## src/rtl/demod_pkg.sv

```systemverilog
// Shared constants, state encoding and reference helpers for the demodulation
// segment scheduler.
package demod_pkg;

  localparam int          NUM_SEG       = 10;
  localparam logic [31:0] Q16_ONE       = 32'h0001_0000;
  localparam logic [31:0] Q16_MINUS_ONE = 32'hFFFF_0000;

  typedef enum logic [1:0] {
    ST_IDLE  = 2'd0,
    ST_LOAD  = 2'd1,
    ST_DRAIN = 2'd2,
    ST_DONE  = 2'd3
  } sched_state_e;

  // Even segments reference +pos, odd segments reference neg; ref_m is the mirror.
  function automatic logic [31:0] ref_of(input logic odd, input logic [31:0] pos,
                                         input logic [31:0] neg);
    return odd ? neg : pos;
  endfunction

  function automatic logic [31:0] ref_m_of(input logic odd, input logic [31:0] pos,
                                           input logic [31:0] neg);
    return odd ? pos : neg;
  endfunction

endpackage

```

## src/rtl/seg_decide.sv

```systemverilog
// Registered compare-and-select: a strictly positive signed sample picks ref_in,
// zero or negative picks ref_m_in. One cycle of latency, updates only when enabled.
module seg_decide #(
  parameter int DATA_W = 32
) (
  input  logic              clk,
  input  logic              en,
  input  logic [DATA_W-1:0] sample,
  input  logic [DATA_W-1:0] ref_in,
  input  logic [DATA_W-1:0] ref_m_in,
  output logic [DATA_W-1:0] decision
);

  logic signed [DATA_W-1:0] sample_s;
  logic                     is_pos;
  logic [DATA_W-1:0]        decision_d;
  logic [DATA_W-1:0]        decision_q;

  assign sample_s = $signed(sample);

  always_comb begin
    // Sign bit clear and not all-zero: 0 and 0x8000_0000 both fall to ref_m.
    is_pos     = !sample_s[DATA_W-1] && (|sample_s);
    decision_d = decision_q;
    if (en) begin
      decision_d = is_pos ? ref_in : ref_m_in;
    end
  end

  // Stage boundary: decision register (datapath, no reset)
  always_ff @(posedge clk) begin
    decision_q <= decision_d;
  end

  assign decision = decision_q;

endmodule

```

## src/rtl/demod_segment_scheduler.sv

```systemverilog
// Time-shares one seg_decide unit across NUM_SEG segments: loads one sample per
// segment over valid/ready, writes each decision one cycle later, pulses valid.
module demod_segment_scheduler #(
  parameter int          NUM_SEG = demod_pkg::NUM_SEG,
  parameter int          DATA_W  = 32,
  parameter logic [31:0] REF_POS = demod_pkg::Q16_ONE,
  parameter logic [31:0] REF_NEG = demod_pkg::Q16_MINUS_ONE
) (
  input  logic                      clk,
  input  logic                      reset,
  input  logic                      start,
  input  logic [DATA_W-1:0]         in_sample,
  input  logic                      in_valid,
  output logic                      in_ready,
  output logic [NUM_SEG*DATA_W-1:0] segments,
  output logic [3:0]                seg_idx,
  output logic                      valid,
  output logic                      busy
);

  import demod_pkg::*;

  localparam logic [3:0] LAST_IDX = 4'(NUM_SEG - 1);

  sched_state_e              state_q, state_d;
  logic [3:0]                seg_idx_q, seg_idx_d;
  logic                      wr_vld_q, wr_vld_d;
  logic [3:0]                wr_idx_q, wr_idx_d;
  logic [NUM_SEG*DATA_W-1:0] segments_q, segments_d;
  logic                      accept;
  logic                      clear_segs;
  logic [DATA_W-1:0]         ref_sel;
  logic [DATA_W-1:0]         ref_m_sel;
  logic [DATA_W-1:0]         decision;

  assign accept    = in_valid && (state_q == ST_LOAD);
  assign ref_sel   = ref_of(seg_idx_q[0], REF_POS, REF_NEG);
  assign ref_m_sel = ref_m_of(seg_idx_q[0], REF_POS, REF_NEG);

  seg_decide #(
    .DATA_W (DATA_W)
  ) u_seg_decide (
    .clk      (clk),
    .en       (accept),
    .sample   (in_sample),
    .ref_in   (ref_sel),
    .ref_m_in (ref_m_sel),
    .decision (decision)
  );

  always_comb begin
    state_d    = state_q;
    seg_idx_d  = seg_idx_q;
    wr_vld_d   = 1'b0;
    wr_idx_d   = wr_idx_q;
    clear_segs = 1'b0;
    case (state_q)
      ST_IDLE: begin
        seg_idx_d = '0;
        if (start) begin
          clear_segs = 1'b1;
          state_d    = ST_LOAD;
        end
      end
      ST_LOAD: begin
        if (accept) begin
          wr_vld_d = 1'b1;
          wr_idx_d = seg_idx_q;
          // The last index holds so seg_idx never points past the frame.
          if (seg_idx_q == LAST_IDX) begin
            state_d = ST_DRAIN;
          end else begin
            seg_idx_d = seg_idx_q + 4'd1;
          end
        end
      end
      ST_DRAIN: state_d = ST_DONE;
      ST_DONE: begin
        state_d   = ST_IDLE;
        seg_idx_d = '0;
      end
      default: state_d = ST_IDLE;
    endcase
  end

  always_comb begin
    segments_d = segments_q;
    if (clear_segs) begin
      segments_d = '0;
    end
    for (int k = 0; k < NUM_SEG; k++) begin
      if (wr_vld_q && (wr_idx_q == 4'(k))) begin
        segments_d[k*DATA_W +: DATA_W] = decision;
      end
    end
  end

  // Stage boundary: control state plus the index that travels with the decision
  always_ff @(posedge clk or posedge reset) begin
    if (reset) begin
      state_q   <= ST_IDLE;
      seg_idx_q <= '0;
      wr_vld_q  <= 1'b0;
      wr_idx_q  <= '0;
    end else begin
      state_q   <= state_d;
      seg_idx_q <= seg_idx_d;
      wr_vld_q  <= wr_vld_d;
      wr_idx_q  <= wr_idx_d;
    end
  end

  // Stage boundary: segment register file, cleared by reset since it is a visible output
  always_ff @(posedge clk or posedge reset) begin
    if (reset) begin
      segments_q <= '0;
    end else begin
      segments_q <= segments_d;
    end
  end

  assign in_ready = (state_q == ST_LOAD);
  assign busy     = (state_q != ST_IDLE);
  assign valid    = (state_q == ST_DONE);
  assign seg_idx  = seg_idx_q;
  assign segments = segments_q;

endmodule
```

## config.mk

```make
export PLATFORM = sky130hd
export DESIGN_NAME = demod_segment_scheduler
export DESIGN_NICKNAME = d
export VERILOG_FILES = /design/src/rtl/demod_pkg.sv /design/src/rtl/seg_decide.sv /design/src/rtl/demod_segment_scheduler.sv
export SDC_FILE = /design/constraint.sdc
export NUM_CORES = 1
export LEC_CHECK = 0
export CORE_AREA = 2 2 142 144
export CTS_BUF_LIST = sky130_fd_sc_hd__clkbuf_16
export DETAILED_ROUTE_END_ITERATION = 16
export DIE_AREA = 0 0 144 146
export HOLD_SLACK_MARGIN = 0.03
export PLACE_DENSITY_LB_ADDON = 0.3
export SYNTH_ARGS = -nofsm -noshare
export SYNTH_HDL_FRONTEND = slang
export SYNTH_SLANG_ARGS = --single-unit
```

## constraint.sdc

```tcl
create_clock -name clk -period 1.25 [get_ports clk]
set_input_delay 0.125 -clock clk [delete_from_list [all_inputs] [get_ports clk]]
set_output_delay 0.125 -clock clk [all_outputs]
set_load 0.02 [all_outputs]
```

==> results.json <==
{
  "status": "finished with violations",
  "violations": "negative setup slack",
  "layout_common_cells": "conb_1 (160), clkbuf_2 (79), clkdlybuf4s15_2 (55)",
  "syn-cell-area_um2": 3760,
  "cp-start-kind": "flip-flop",
  "finalPower_mw": 6.30,
  "drt_iter0_drc": 59,
  "ctsRootBufferMaster": "clkbuf_16",
  "rsz0062_at_grt": "true",
  "dp_hpwl_mm": 6.86,
  "ir_drop_v": 0.000390,
  "layout_commonest_cell": "conb_1",
  "path_clk_slew_ps": 50,
  "grt_max_degree": 32,
  "max_clock_freq_mhz": 728,
  "die_x_um": 144,
  "cp.required_ps": 1120,
  "drc": 0,
  "antenna_found_initial": 0,
  "avgSynthCellArea_um2": 8.37,
  "viasPerCell": 3.04,
  "worst_slack_ps": -123,
  "worst-path-max-fanout": 4,
  "p_per_area_nw_per_um2": 1280,
  "core_um2": 19300,
  "gp_congestion": 0.726,
  "io_buffer_count": 202,
  "postLayoutCellArea_um2": 4940,
  "fillCellCount": 2125,
  "worstSetupEndpointType": "output port",
  "ant_nets": 0,
  "hold_viol": 0,
  "setup_tns_ps": -1430,
  "syn2layout_area_growth_pct": 31.5,
  "antenna_cells": 0,
  "min_path_type": "in -> async",
  "grt_pass1_wl_mm": 10.9,
  "synth_ff_type": "dfrtp_1",
  "cts_tree": "yes",
  "p_leak_nw": 2.66,
  "synth_cells": 449,
  "nNetsFinal": 605,
  "numCtsBuffers": 5,
  "htreeDepth": 2,
  "synth_edf_count": 1,
  "fin_skew_ps": 6.44,
  "firstDrtPassIters": 4,
  "start_util_pct": 19.4,
  "grt_overflow": 0,
  "ys_seq_area_share_pct": 21.5,
  "arrival_ps": 1250,
  "drive_gt1_share_pct": 44.7,
  "pin_count": 363,
  "drt_wl_total_mm": 8.75,
  "path_class": "reg -> out",
  "rows": 51,
  "layout_min_cycle_time_ps": 1370,
  "ys_seq_elements": 32,
  "clockBufferDepth": 2,
  "dieArea_um2": 21000,
  "die_h_um": 146,
  "vias": 2518,
  "grt_pass1_vias": 1862,
  "yosys_warnings": 0,
  "wl_per_cell_um": 10.6,
  "clock-sinks": 32,
  "period_share_pct": 110,
  "grt_usage_pct": 6.74,
  "slew_viol_final": 0,
  "r2r_cells": 6,
  "synth-async-reset-ratio_pct": 96.9,
  "worstSkewPairLatency_ps": 280,
  "ys_types": 35,
  "setup_viol": 27,
  "dpl-instance-area_um2": 4910,
  "drv_cap": 0
}
-- cell families (layout without fill, tap and decap cells) --
kind of cell,after synthesis,after routing,synth area share [%]
and+or+nand+nor,57,57,7.76
buffers and inverters,312,266,61.2
AOI/OAI and AO/OA,35,35,5.83
xor gates and xnor gates,2,2,0.466
other,1,160,0.0998
adders and majority gates,7,7,2.33
DFF,32,32,21.5
muxes,3,3,0.866
-- registers in the layout (all words and copies together), names as in the netlist --
signal / cells
u_seg_decide.decision: 1
segments: 20
wr_idx_q: 4
state_q: 2
wr_vld_q: 1
seg_idx: 4
-- power breakdown --
| group | switching, mW | internal [mW] |
|---|---|---|
| combinational | 2.15 | 1.64 |
| clock | 0.431 | 0.715 |
| sequential | 0.168 | 1.20 |
-- cell type report --
cell class | count | area [um^2] | area share, %
Clock inverter | 2 | 8.76 | 0.177
Multi-Input combinational cell | 264 | 1450 | 29.4
Tap cell | 265 | 332 | 6.71
Timing Repair Buffer | 250 | 2170 | 43.9
Sequential cell | 32 | 810 | 16.4
Clock buffer | 5 | 125 | 2.53
Inverter | 9 | 41.3 | 0.836
-- critical path: stages, from the launching register on --
cell and delay (ps):
dfrtp_1 380, inv_2 60, buf_6 110, ha_4 170
buf_6 120, buf_6 120
-- routing by layer --
metal | wire, um | GRT usage, % | part of all wire [%] | vias to the layer above
met5 | 0 | 0 | 0 | -
met4 | 113 | 2.50 | 1.3 | 0
met3 | 1190 | 2.53 | 14 | 7
met2 | 4420 | 12.1 | 51 | 179
met1 | 3030 | 7.12 | 35 | 1139
li1 | - | - | - | 1193
-- cell usage after synthesis, drive strengths merged (3+ instances only) --
cell	number	area share, %
buf	301	60
dfrtp	31	21
inv	9	0.90
a21o	10	2.0
nor4	8	1.3
nand3b	3	0.60
nand4	3	0.50
ha	7	2.3
nor3	3	0.70
o21ai	16	2.1
nor2	7	0.77
nand2	28	2.9
-- final timing paths --
check / start / end / slack (ps)
setup / recovery: state_q[1] / in_ready / -120
hold / removal: reset / state_q[0] / 190
setup reg to reg: state_q[1] / wr_idx_q[0] / -110
hold reg to reg: segments[304] / segments[304] / 470
max in group asynchronous: reset / seg_idx[1] / 880
min in group clk: in_sample[25] / u_seg_decide.decision[30] / 430
-- per-stage QoR --
stage,setup WS (ps),instances,hold slack (ps),util (%)
2_1_floorplan,-48.4,608,228,-
3_3_place_gp,-440,811,461,25.4
3_5_place_dp,-439,811,470,25.4
4_1_cts,-160,821,191,26.9
5_1_grt,-198,827,211,25.5
6_report,-123,827,187,25.5
-- repair_timing --
action | CTS | global route
cloned | 0 | 3
setup endpoints to repair | 181 | 119
hold buffers | 0 | 0
pin swaps | 15 | 16
resized for setup | 418 | 140
setup buffers | 5 | 3
No activity file was read; power rests on OpenSTA's default activity.
